File: config.mk
export PLATFORM = sky130hd
export DESIGN_NAME = sync_gen
export DESIGN_NICKNAME = d
export VERILOG_FILES = /design/src/rtl/sync_gen_pkg.sv /design/src/rtl/sync_pulse_stretch.sv /design/src/rtl/sync_gen.sv
export SDC_FILE = /design/constraint.sdc
export NUM_CORES = 1
export LEC_CHECK = 0
export ABC_CLOCK_PERIOD_IN_PS = 6100
export CAP_MARGIN = 20
export CELL_PAD_IN_SITES_DETAIL_PLACEMENT = 1
export CELL_PAD_IN_SITES_GLOBAL_PLACEMENT = 1
export CORE_ASPECT_RATIO = 2
export CORE_MARGIN = 4
export CORE_UTILIZATION = 45
export DETAILED_ROUTE_END_ITERATION = 10
export GPL_TIMING_DRIVEN = 0
export PLACE_DENSITY_LB_ADDON = 0.08
export SLEW_MARGIN = 10
export SYNTH_ARGS = -nofsm -noshare
export SYNTH_HDL_FRONTEND = slang
export SYNTH_HIERARCHICAL = 1
export SYNTH_SLANG_ARGS = --single-unit
File: constraint.sdc
create_clock -name clk -period 6.1 [get_ports clk]
set_input_delay 0.61 -clock clk [delete_from_list [all_inputs] [get_ports clk]]
set_output_delay 0.61 -clock clk [all_outputs]
set_load 0.01 [all_outputs]
File: src/rtl/sync_gen_pkg.sv
// sync_gen_pkg: shared FSM state type and default widths for the sync pulse generator.
package sync_gen_pkg;
  typedef enum logic [1:0] {IDLE, ARM, RUN, DRAIN} state_t;
  localparam int DEF_PERIOD_W = 16;
  localparam int DEF_LEN_W    = 8;
  localparam int DEF_CNT_W    = 32;
  localparam int MIN_PERIOD   = 1;
endpackage

File: src/rtl/sync_pulse_stretch.sv
// sync_pulse_stretch: retriggerable registered pulse, high for max(len,1) cycles after each start.
module sync_pulse_stretch #(
  parameter int LEN_W = 8
) (
  input  logic             clk,
  input  logic             rst_n,
  input  logic             start,
  input  logic [LEN_W-1:0] len,
  output logic             pulse,
  output logic             more
);
  logic [LEN_W-1:0] rem_q, rem_d;
  logic             pulse_q, pulse_d;
  // more: the pulse continues past the current cycle
  assign more  = rem_q > LEN_W'(1);
  assign pulse = pulse_q;
  always_comb begin
    rem_d   = start ? (len == '0 ? LEN_W'(1) : len) : (rem_q != '0 ? rem_q - LEN_W'(1) : rem_q);
    pulse_d = start | more;
  end
  always_ff @(posedge clk or negedge rst_n) begin
    if (!rst_n) begin
      rem_q   <= '0;
      pulse_q <= 1'b0;
    end else begin
      rem_q   <= rem_d;
      pulse_q <= pulse_d;
    end
  end
endmodule

File: src/rtl/sync_gen.sv
// sync_gen: periodic sync pulse train aligned to sample strobes, with pulse/frame counters.
// Define SYNC_GEN_EXT_TRIG_EN to add the asynchronous ext_trig pulse-start input.
module sync_gen
  import sync_gen_pkg::*;
#(
  parameter int PERIOD_W = DEF_PERIOD_W,
  parameter int LEN_W    = DEF_LEN_W,
  parameter int CNT_W    = DEF_CNT_W
) (
  input  logic                clk,
  input  logic                rst_n,
  input  logic                sync_en,
  input  logic                sample_stb,
  input  logic [PERIOD_W-1:0] period,
  input  logic [LEN_W-1:0]    pulse_len,
`ifdef SYNC_GEN_EXT_TRIG_EN
  input  logic                ext_trig,
`endif
  output logic                sync_out,
  output logic                sync_in,
  output logic                busy,
  output logic [CNT_W-1:0]    frame_cnt,
  output logic [15:0]         sync_cnt
);
  state_t              state_q, state_d;
  logic                en_q, sync_in_q, more, trig;
  logic                rise, arm_go, run_on, run_stb, start;
  logic [PERIOD_W-1:0] per_q, per_d, smp_q, smp_d;
  logic [CNT_W-1:0]    frame_q, frame_d;
  logic [15:0]         scnt_q, scnt_d;
`ifdef SYNC_GEN_EXT_TRIG_EN
  logic [2:0] trig_q;
  // two synchronizer stages, third stage for rising-edge detect
  always_ff @(posedge clk or negedge rst_n) begin
    if (!rst_n) trig_q <= '0;
    else        trig_q <= {trig_q[1:0], ext_trig};
  end
  assign trig = trig_q[1] & ~trig_q[2];
`else
  assign trig = 1'b0;
`endif
  always_ff @(posedge clk or negedge rst_n) begin
    if (!rst_n) begin
      state_q   <= IDLE;
      en_q      <= 1'b0;
      sync_in_q <= 1'b0;
      per_q     <= '0;
      smp_q     <= '0;
      frame_q   <= '0;
      scnt_q    <= '0;
    end else begin
      state_q   <= state_d;
      en_q      <= sync_en;
      sync_in_q <= sync_out;
      per_q     <= per_d;
      smp_q     <= smp_d;
      frame_q   <= frame_d;
      scnt_q    <= scnt_d;
    end
  end
  always_comb begin
    state_d = state_q;
    case (state_q)
      IDLE:    state_d = rise ? ARM : IDLE;
      ARM:     state_d = !sync_en ? IDLE : sample_stb ? RUN : ARM;
      RUN:     state_d = sync_en ? RUN : DRAIN;
      DRAIN:   state_d = more ? DRAIN : IDLE;
      default: state_d = IDLE;
    endcase
  end
  always_comb begin
    rise    = sync_en & ~en_q;
    arm_go  = state_q == ARM && sync_en && sample_stb;
    run_on  = state_q == RUN && sync_en;
    run_stb = run_on && sample_stb;
    start   = arm_go | (run_stb & (smp_q == per_q)) | (run_on & trig);
    per_d   = state_q == ARM ? (period == '0 ? PERIOD_W'(MIN_PERIOD) : period) : per_q;
    smp_d   = start ? PERIOD_W'(1) : run_stb ? smp_q + PERIOD_W'(1) : smp_q;
    frame_d = (state_q == IDLE && rise) ? '0 : (arm_go | run_stb) ? frame_q + CNT_W'(1) : frame_q;
    scnt_d  = (state_q == IDLE && rise) ? '0 : start ? scnt_q + 16'd1 : scnt_q;
  end
  always_comb begin
    busy      = state_q != IDLE;
    sync_in   = sync_in_q;
    frame_cnt = frame_q;
    sync_cnt  = scnt_q;
  end
  sync_pulse_stretch #(.LEN_W(LEN_W)) u_stretch (
    .clk   (clk),
    .rst_n (rst_n),
    .start (start),
    .len   (pulse_len),
    .pulse (sync_out),
    .more  (more)
  );
endmodule

==> metrics.csv <==
stage,metric,value,unit
setup_path,data arrival time of the worst path,3.51,ns
synthesis,post-synthesis net count,511,
sta,fin worst setup slack,2.82,ns
clock_tree,Clock transition at path regs,0.06,ns
placement,Post-Place Worst Slack,2.42,ns
synthesis,cell area after synthesis,4790,um^2
sta,unrepaired setup endpoints after global routing,false,
detailed_routing,1st-iter DRT viols,160,
cells_and_area,share of cells above drive strength 1,9.65,%
clock_tree,Bufs on Longest Clock Path,2,
setup_path,startpoint type of the worst setup path,primary input,
clock_tree,total CTS buffers,9,
floorplan,count of standard-cell rows,53,
placement,half-perimeter wire length after placement,10.0,mm
cells_and_area,most frequent standard cell in the layout excluding fill and tap cells,dfrtp_1,
clock_tree,CTS tree,built,
cells_and_area,fillers,1206,
setup_path,critical path endpoint category,flop,
grt,initial antenna violation count,0,
setup_path,"slowest stage cell, crit path",clkdlybuf4s50_1,
placement,RD Place Congestion,0.825,
floorplan,width of the die,81.0,um
detailed_routing,DR WL/cell,18.5,um
min_path,class of the most critical hold timing path,in2async,
clock_tree,hold-fix buffer count after cts,0,
setup_path,buffers and inverters on the worst path,6,
clock_tree,root buffer cell,clkbuf_16,
floorplan,initial core utilization,45.8,%
synthesis,post-synthesis average cell area,10.1,um^2
cells_and_area,antenna fix cells,0,
sta,endpoints failing setup,0,
synthesis,number of storage elements in the synthesis netlist,93,
sta,Rel. slew slack,42.2,%
synthesis,fraction of synthesis flops using an asynchronous set or reset pin,100,%
sta,Final TNS setup,0,ns
synthesis,top flip-flop cell by instance count after synthesis,dfrtp_1,
setup_path,Worst path max stage delay,0.61,ns
detailed_routing,residual DRC count,0,
power_and_ir_drop,areal power density over the cells,197,nW/um^2
power_and_ir_drop,Max IR drop VDD,0.156,mV
synthesis,Synthesis Warnings,6,
setup_path,start of the worst register-to-register path,smp_q[6]$_DFFE_PN0P_,
cells_and_area,"commonest non-fill, non-tap cells in the layout","dfrtp_1 (93), clkdlybuf4s50_1 (77), nor2_1 (58), xor2_1 (42), nand2_1 (34)",
detailed_routing,DRT antenna net count,0,
sta,final hold violations,0,
clock_tree,CTS H-tree lvls,3,
job,Max Cap Violations,0,
outcome,run status,"complete, no violations",
sta,Layout Skew,0.00835,ns
clock_tree,Clock Latency Late Sink,0.35,ns
clock_tree,Post-CTS Setup Bufs,0,
detailed_routing,routed wire length,13.1,mm
setup_path,critical path data required time,6.34,ns
grt,global-route wire length before repair,22.0,mm
synthesis,portion of the post-synthesis area used by sequential elements,48.5,%
sta,number of pins exceeding their max-slew limit in the final report,0,
setup_path,CP Launch Point,sync_en,
synthesis,post-synth cell types,56,
setup_path,family with the most delay on the worst path,buffers and inverters,
clock_tree,Num Clock Sinks,93,
floorplan,placeable core region,10500,um^2
sta,Max Clock Freq,305,MHz
power_and_ir_drop,leakage power total,2.74,nW
setup_path,category of the most critical setup path,in2reg,
cells_and_area,area delta synth->final,25.9,%
grt,largest net degree at the start of global routing,61,
cells_and_area,fin nets,601,
detailed_routing,overall via count from detail_route,3965,
placement,IO Port Bufs,78,
setup_path,worst-path maximum fanout,10,
detailed_routing,detailed-route vias per instance,5.61,
sta,final worst-path cycle share,53.7,%
grt,vias in the first global route,4355,
setup_path,crit-path cells,clkdlybuf4s50_1 -> nand2_1 -> nor3_1 -> nand4_1 -> o21a_1 -> inv_2 -> buf_4 -> buf_2 -> clkbuf_1 -> clkbuf_1 -> nor2_1 -> nand4_1 -> nand3_1,
floorplan,die extent in y,154,um
floorplan,Die Area,12500,um^2
sta,Worst Tran Pin Value,0.860,ns
clock_tree,number of gates resized after cts,0,
floorplan,ports placed on the boundary,79,
grt,gr ovfl total,0,
sta,minimum clock period after layout,3.28,ns
synthesis,"EDFF count, synth",0,
synthesis,number of cells produced by synthesis,477,
grt,Total Routing Usage GR,22.9,%
detailed_routing,Pre-antenna DRT Iters,4,
## report_power, final
| group | total (W) | switching, W | internal [W] |
|---|---|---|---|
| combinational | 0.0000455 | 0.0000231 | 0.0000224 |
| clock | 0.000523 | 0.000231 | 0.000293 |
| sequential | 0.000622 | 0.00000299 | 0.000619 |
## state kept, by name (all words and copies together), names as in the netlist
register and count:
per_q 16, smp_q 16, state_q 2, sync_cnt 16, u_stretch/pulse 1, frame_cnt 32, sync_in 1, u_stretch/rem_q 8
en_q 1
## cells by family (layout without fill, tap and decap cells)
family / after synthesis / in the layout / synth area share, %
AND/OR/NAND/NOR: 213 / 213 / 23.5
multiplexers: 21 / 21 / 4.83
AO/OA/AOI/OAI: 59 / 59 / 7.88
buffers and inverters: 27 / 120 / 2.74
XOR/XNOR: 58 / 58 / 11.0
adder cells (fa/ha/maj): 6 / 6 / 1.57
flip-flops: 93 / 93 / 48.5
## routing by layer
metal / GRT usage (%) / vias to the layer above / share of wire [%]
li1: - / 1857 / -
met1: 24.2 / 2014 / 36
met2: 43.6 / 73 / 59
met3: 3.11 / 21 / 2.9
met4: 9.11 / 0 / 2.5
met5: 0 / - / 0
## final cells by class
class	count	area [um^2]	share of cell area (%)
clock buffers	12	256	4.25
clock inverters	2	10.0	0.166
inverters	10	37.5	0.622
plain buffers	17	93.8	1.55
well taps	137	171	2.84
repair buffers	79	806	13.3
multi-input cells	357	2340	38.7
flip-flops and latches	93	2330	38.5
## through the flow
step / power, W / std cells / utilization, % / hold slack, ns / area, um^2
after floorplan: 0.000640 / 477 / - / 0.314 / 4790
after global placement: 0.000676 / 692 / 54.8 / 0.360 / 5750
after detailed placement: 0.000680 / 693 / 55.1 / 0.363 / 5770
after CTS: 0.00120 / 707 / 57.6 / 0.219 / 6040
after global routing: 0.00123 / 707 / 57.6 / 0.239 / 6040
final: 0.00119 / 707 / 57.6 / 0.205 / 6040
## final timing paths
kind | end | slack (ns) | cells after the start
worst max-delay path | u_stretch/rem_q[6]$_DFFE_PN0P_ | 2.82 | 13
worst min-delay path | sync_cnt[14]$_DFFE_PN0P_ | 0.20 | 1
worst max register to register | u_stretch/rem_q[6]$_DFFE_PN0P_ | 2.96 | 12
worst min register to register | sync_in$_DFF_PN0_ | 0.38 | 0
max in group asynchronous | frame_cnt[19]$_DFFE_PN0P_ | 5.22 | 2
min in group clk | sync_in$_DFF_PN0_ | 0.38 | 0
## synth_stat cells, drive strengths merged, types with 10 or more instances
library cell   n  area share, %
dfrtp         93             49
nor2          58            4.5
xor2          43            8.2
nand2         35            2.8
nand3         26            2.9
o21ai         19            2.0
and3          18            2.3
mux2          17            4.0
a21oi         16            1.7
xnor2         15            2.7
nand4         14            2.1
nor3          13            1.5
or3           12            1.6
inv           10           0.78
## worst reg2reg max path, delay by kind of cell, from the launching register on
family | cells | cell delay (ns)
AO/OA/AOI/OAI | 1 | 0.28
AND/OR/NAND/NOR | 5 | 0.84
XOR/XNOR | 1 | 0.17
buffers and inverters | 5 | 1.30
flip-flops | 1 | 0.45
Note: power is estimated with default switching activity, not from simulation.
